File: src/rtl/matrix_add_sequencer.sv
// Sequences one matrix-addition command: streams A and B from a byte RAM into the adder
// operand registers, captures the sum and overflow, writes the result back and pulses done.
module matrix_add_sequencer #(
  parameter int ADDR_W = 8
) (
  input  logic              clk,
  input  logic              rst,
  input  logic              start,
  input  logic [1:0]        matrix_size,
  input  logic [ADDR_W-1:0] base_a,
  input  logic [ADDR_W-1:0] base_b,
  input  logic [ADDR_W-1:0] base_r,
  output logic              busy,
  output logic              done,
  output logic              overflow_flag,
  output logic [ADDR_W-1:0] mem_addr,
  output logic              mem_rd_en,
  input  logic [7:0]        mem_rdata,
  output logic              mem_wr_en,
  output logic [7:0]        mem_wdata,
  output logic [199:0]      add_a,
  output logic [199:0]      add_b,
  output logic [1:0]        add_size,
  input  logic [199:0]      add_result,
  input  logic              add_overflow
);

  typedef enum logic [2:0] {
    S_IDLE, S_LOAD, S_DRAIN, S_EXEC, S_STORE, S_DONE
  } state_e;

  state_e             state_q, state_d;
  logic [5:0]         cnt_q, cnt_d;
  logic [1:0]         size_q, size_d;
  logic [ADDR_W-1:0]  base_a_q, base_a_d, base_b_q, base_b_d, base_r_q, base_r_d;
  logic [24:0][7:0]   opa_q, opa_d, opb_q, opb_d, res_q, res_d;
  logic               ovf_q, ovf_d;
  logic               busy_q, busy_d, done_q, done_d;
  logic               rd_en_q, rd_en_d, wr_en_q, wr_en_d;
  logic [ADDR_W-1:0]  addr_q, addr_d;
  logic [7:0]         wdata_q, wdata_d;

  logic [5:0]         n_elems;
  logic [5:0]         cnt_nxt;
  logic [5:0]         idx;

  always_comb begin
    n_elems = 6'd4;
    unique case (size_q)
      2'b00: n_elems = 6'd4;
      2'b01: n_elems = 6'd9;
      2'b10: n_elems = 6'd16;
      2'b11: n_elems = 6'd25;
    endcase
  end

  always_comb begin
    // NOTE: every _d starts from its _q (or an explicit idle value) so no path infers a latch.
    state_d  = state_q;
    cnt_d    = cnt_q;
    size_d   = size_q;
    base_a_d = base_a_q;
    base_b_d = base_b_q;
    base_r_d = base_r_q;
    opa_d    = opa_q;
    opb_d    = opb_q;
    res_d    = res_q;
    ovf_d    = ovf_q;
    busy_d   = busy_q;
    done_d   = 1'b0;
    rd_en_d  = rd_en_q;
    wr_en_d  = wr_en_q;
    addr_d   = addr_q;
    wdata_d  = wdata_q;
    cnt_nxt  = cnt_q + 6'd1;
    idx      = cnt_q - 6'd1;

    unique case (state_q)
      S_IDLE: begin
        if (start) begin
          size_d   = matrix_size;
          base_a_d = base_a;
          base_b_d = base_b;
          base_r_d = base_r;
          opa_d    = '0;
          opb_d    = '0;
          ovf_d    = 1'b0;
          busy_d   = 1'b1;
          rd_en_d  = 1'b1;
          addr_d   = base_a;
          cnt_d    = 6'd0;
          state_d  = S_LOAD;
        end
      end
      S_LOAD: begin
        // Read data lags the strobe by one cycle, so this cycle lands the byte from cnt-1.
        if (cnt_q != 6'd0) begin
          if (idx < n_elems) opa_d[5'(idx)] = mem_rdata;
          else               opb_d[5'(idx - n_elems)] = mem_rdata;
        end
        if (cnt_q == 6'((n_elems << 1) - 6'd1)) begin
          rd_en_d = 1'b0;
          state_d = S_DRAIN;
        end else begin
          cnt_d = cnt_nxt;
          if (cnt_nxt < n_elems) addr_d = base_a_q + ADDR_W'(cnt_nxt);
          else                   addr_d = base_b_q + ADDR_W'(cnt_nxt - n_elems);
        end
      end
      S_DRAIN: begin
        opb_d[5'(n_elems - 6'd1)] = mem_rdata;
        state_d = S_EXEC;
      end
      S_EXEC: begin
        res_d   = add_result;
        ovf_d   = add_overflow;
        wr_en_d = 1'b1;
        addr_d  = base_r_q;
        wdata_d = add_result[7:0];
        cnt_d   = 6'd0;
        state_d = S_STORE;
      end
      S_STORE: begin
        if (cnt_q == n_elems - 6'd1) begin
          wr_en_d = 1'b0;
          done_d  = 1'b1;
          state_d = S_DONE;
        end else begin
          cnt_d   = cnt_nxt;
          addr_d  = base_r_q + ADDR_W'(cnt_nxt);
          wdata_d = res_q[5'(cnt_nxt)];
        end
      end
      S_DONE: begin
        busy_d  = 1'b0;
        state_d = S_IDLE;
      end
      default: state_d = S_IDLE;
    endcase
  end

  // NOTE: non-blocking assignments so every flop samples the pre-edge value of the others.
  always_ff @(posedge clk) begin
    if (rst) begin
      state_q  <= S_IDLE;
      cnt_q    <= '0;
      size_q   <= '0;
      base_a_q <= '0;
      base_b_q <= '0;
      base_r_q <= '0;
      opa_q    <= '0;
      opb_q    <= '0;
      // NOTE: the result array is ordinary flops, not a RAM, so it is cleared with everything else.
      res_q    <= '0;
      ovf_q    <= 1'b0;
      busy_q   <= 1'b0;
      done_q   <= 1'b0;
      rd_en_q  <= 1'b0;
      wr_en_q  <= 1'b0;
      addr_q   <= '0;
      wdata_q  <= '0;
    end else begin
      state_q  <= state_d;
      cnt_q    <= cnt_d;
      size_q   <= size_d;
      base_a_q <= base_a_d;
      base_b_q <= base_b_d;
      base_r_q <= base_r_d;
      opa_q    <= opa_d;
      opb_q    <= opb_d;
      res_q    <= res_d;
      ovf_q    <= ovf_d;
      busy_q   <= busy_d;
      done_q   <= done_d;
      rd_en_q  <= rd_en_d;
      wr_en_q  <= wr_en_d;
      addr_q   <= addr_d;
      wdata_q  <= wdata_d;
    end
  end

  assign busy          = busy_q;
  assign done          = done_q;
  assign overflow_flag = ovf_q;
  assign mem_addr      = addr_q;
  assign mem_rd_en     = rd_en_q;
  assign mem_wr_en     = wr_en_q;
  assign mem_wdata     = wdata_q;
  assign add_a         = opa_q;
  assign add_b         = opb_q;
  assign add_size      = size_q;

endmodule

File: config.mk
export PLATFORM = sky130hd
export DESIGN_NAME = matrix_add_sequencer
export DESIGN_NICKNAME = d
export VERILOG_FILES = /design/src/rtl/matrix_add_sequencer.sv
export SDC_FILE = /design/constraint.sdc
export NUM_CORES = 1
export LEC_CHECK = 0
export CORE_AREA = 8 8 254 256
export CTS_BUF_LIST = sky130_fd_sc_hd__clkbuf_8 sky130_fd_sc_hd__clkbuf_16
export CTS_CLUSTER_SIZE = 40
export DETAILED_ROUTE_END_ITERATION = 8
export DIE_AREA = 0 0 262 264
export GPL_TIMING_DRIVEN = 0
export PLACE_DENSITY = 0.72
export SKIP_CTS_REPAIR_TIMING = 1
export SYNTH_ARGS = -nofsm -noshare
export SYNTH_HDL_FRONTEND = slang
export SYNTH_SLANG_ARGS = --single-unit
export TNS_END_PERCENT = 100
File: constraint.sdc
create_clock -name clk -period 5.9 [get_ports clk]
set_input_delay 0.885 -clock clk [delete_from_list [all_inputs] [get_ports clk]]
set_output_delay 0.885 -clock clk [all_outputs]
set_load 0.02 [all_outputs]
==> results summary <==
The area of the mapped netlist is 0.0259 mm². The die extent in y came out at 264 µm. The total wire length after detailed routing came out at 102000 µm. The area of the multi-input gates is 0.0119 mm².

The horizontal die dimension is 262 µm. The CTS tree is yes. For hold timing, the worst endpoint is res_q[149]. The static leakage came out at 12.4 nW.

The detailed router placed 24300 vias in this run. The post-route netlist has 7.71% of its cells at a drive strength greater than 1. The area share of fa/ha/maj cells after synthesis came out at 1.90%. The congestion estimate from routability-driven global placement came to 0.898. The element type at the critical path end is a register.

The post-synthesis net count is 3029. The residual DRC count came out at 0. The worst setup path is launched from a register. The count of nets after finishing is 3758. The count of distinct cell types in the synthesized netlist is 82.

The worst path buffer plus inverter count is 2. VDD sags by at most 0.000231 V. The wire length of the first global-routing pass is 150000 µm.

The slowest stage of the critical path belongs to the cell xnor2_1. The half-perimeter wire length after detailed placement came out at 79200 µm. The synthesized instance count came out at 2755. The CTS root buffer is clkbuf_16. The synthesized-area fraction occupied by xor and xnor cells came out at 1.01%. Measured on the finished design, the core utilization comes to 59.1%.

Dividing total power by cell area gives a power density of 310 mW/mm². Dividing the final minimum period by the clock period gives 88.8%. The cell count of the worst hold path came out at 2.

The final critical delay including setup and external delays came out at 5.24 ns. The number of search-and-repair iterations in the first detailed-routing pass came out at 6. The core area came out at 0.0608 mm².

The number of buffers inserted by port buffering is 658. The actual slew at the worst max-slew pin is 1.28 ns. The violation count after the first detailed-routing iteration is 2225. During synthesis, Yosys emitted a total of 0 warnings. Buffers inserted during clock tree synthesis total 70.

The class of the most critical setup path is register to register. The amount of wire on met3 after detailed routing is 8540 µm. The ratio of routed vias to standard cells is 5.61. The flow ran to the end, and the final reports show no timing, DRC or antenna violations.

The critical path goes through ha_1, xnor2_1, inv_2, clkbuf_1, ha_1, a21oi_1, xnor2_1, xnor2_1, ha_1, a21o_1, a21oi_1, nand2_1, o311ai_0, mux2i_1, nand3_1, a311oi_1. Counting the fill cells in the layout gives 5378. The most used flip-flop cell after synthesis is dfxtp_1. Setup violations remaining at the end of the flow were counted as 0. The count of final hold-check violations came out at 0.

The number of max-slew violations in the final report is 0. The register cell area after layout is 0.0131 mm². The insertion delay of the later-clocked pin in the worst-skew pair is 0.62 ns. The floorplan die area is 0.0692 mm². The top layer used by detailed routing is met5.

The final setup skew is 0.0373 ns. Headroom to the max-slew limit came out at 14.2%. The async set-or-reset flop fraction in the synthesized netlist is 0%. Tracing the worst setup path back leads to its startpoint at cnt_q[0]. The met1 wire length is 39900 µm.

The min-delay analysis places its worst path in the category register to register. In the synthesized netlist, mux cells make up 4.41% of the area. The routed length per instance is 23.5 µm. The endpoint identified for the worst register-to-register timing path is mem_addr[7]. In the layout the commonest cells are 658 x clkdlybuf4s50_1, 656 x dfxtp_1, 615 x nand2_1, 333 x a21oi_1, 264 x o2bb2ai_1.

The global-route congestion overflow total is 0. Counting flops with a built-in enable in the synthesized netlist gives 0. The startpoint identified for the worst hold timing path is res_q[149].

Across the run, the number of max-cap violations was 0. In this run the remaining antenna-violating nets after routing total 0. The wire length on met2 came out at 48700 µm. Summed over all failing endpoints, the final setup total negative slack is 0 ns. The I/O pin total came out at 661. The clock-pin slew reported for the worst setup and hold paths after clock tree synthesis is 0.06 ns. The number of antenna violations at the first check in global routing was 5. The largest fanout of any net on the critical path is 12. Broken down by cell family, the worst path's largest delay share belongs to compound AO/OA/AOI/OAI gates. The initialized floorplan defines 91 standard-cell rows. The clock passes through at most 3 buffers.

The startpoint identified for the worst register-to-register timing path is cnt_q[0]. Relative to the synthesized area, the layout overhead comes to 38.5%. The leading cell type in the layout, fill and taps excluded is clkdlybuf4s50_1. The worst register-to-register path has a setup slack of 0.66 ns. The peak clock frequency supported by timing came out at 191 MHz. The H-tree generated during clock tree synthesis spans 3 levels. The length in cells of the worst reg-to-reg path came out at 16. The number of sinks driven by the clock tree came out at 656. The initial core utilization is 42.7%.

Sequential cells were found to cover 50.6% of the synthesized design area. By area, the combinational part of the netlist is dominated by compound AO/OA/AOI/OAI gates. The number of global-route vias before repair is 24100.

The average instance in the mapped netlist occupies 9.42 µm². The data required time at the worst endpoint is 6.42 ns. The worst hold margin came out at 0.451 ns. Setup repair after global routing left no endpoint under its margin. The highest cell delay on the worst timing path is 0.64 ns. After synthesis the netlist holds a flip-flop and latch count of 656. The maximum number of pins on one net before global-route repair is 15. The simple logic cell fraction of the synthesized area is 15.8%.

For the worst setup path, the data arrival time is 5.76 ns. The critical path runs through a total of 16 cells. Summing the areas of all compound-gate instances in the mapped netlist gives 22.8% of the synthesized area. The global-route usage over all layers is 28.2%.
-- tightest hold or removal path: stages (launching register included) --
cell and delay [ns]:
dfxtp_1 0.31, nand2_1 0.05, a21oi_1 0.05
-- flip-flops by register name, indices dropped and copies added (netlist names) --
register / cells
add_a: 200
add_b: 200
add_size: 2
base_a_q: 8
base_b_q: 8
base_r_q: 8
busy: 1
cnt_q: 6
done: 1
mem_addr: 8
mem_rd_en: 1
mem_wdata: 8
mem_wr_en: 1
overflow_flag: 1
res_q: 200
state_q: 3
-- synth_stat cells, drive strengths merged (21+ instances only) --
master   number  area, µm²
a21oi       338       1730
a22o        104        911
buf          59        305
clkbuf      125        470
dfxtp       656      13100
ha           33        413
inv          31        116
mux4         48       1080
nand2       615       2310
nand3        35        175
nor2        118        621
nor2b        21        131
nor3         50        352
o21ai        51        259
o2bb2ai     264       2310
-- final cells by class --
cell class | instances | area share, %
diodes | 3 | 0.0209
inverters | 34 | 0.355
well taps | 790 | 2.75
multi-input cells | 1881 | 33.1
repair buffers | 658 | 18.3
clock inverters | 44 | 1.27
flip-flops and latches | 656 | 36.5
plain buffers | 183 | 2.15
clock buffers | 84 | 5.44
-- kinds of logic (layout without fill, tap and decap cells) --
group,after synthesis,after routing
other,0,3
multiplexers,54,54
AO/OA/AOI/OAI,847,847
buffers and inverters,218,1003
AND/OR/NAND/NOR,912,912
XOR/XNOR,30,30
adder cells (fa/ha/maj),38,38
flip-flops,656,656
-- worst max path at each step --
stage / slack, ns / end
floorplan: 1.70 / mem_addr[7]
detailed placement: 0.22 / mem_addr[7]
global placement: 0.26 / mem_addr[7]
global route: 0.25 / mem_addr[7]
finish: 0.66 / mem_addr[7]
CTS: 0.18 / mem_addr[7]
-- where the power goes --
group / total (mW) / switching (mW) / internal, mW / leakage, nW
Clock: 4.57 / 1.88 / 2.69 / 1.25
Sequential: 4.60 / 0.0721 / 4.53 / 5.29
Combinational: 1.99 / 1.28 / 0.704 / 5.84
-- stage by stage --
| step | total power, mW | setup WS [ns] | instance area, µm² | instances |
|---|---|---|---|---|
| after global routing | 11.5 | 0.246 | 35900 | 4331 |
| after floorplan | 5.93 | 1.70 | 25900 | 2755 |
| after detailed placement | 6.66 | 0.217 | 33500 | 4203 |
| after CTS | 11.2 | 0.179 | 35900 | 4331 |
| after global placement | 6.64 | 0.260 | 33500 | 4203 |
| final | 11.2 | 0.662 | 35900 | 4333 |
-- routing by layer --
metal / GRT usage (%) / up-vias
li1: - / 11300
met1: 33.9 / 11700
met2: 47.8 / 1074
met3: 6.64 / 234
met4: 12.2 / 6
met5: 0 / -
Power figures use the tool's default switching activity.
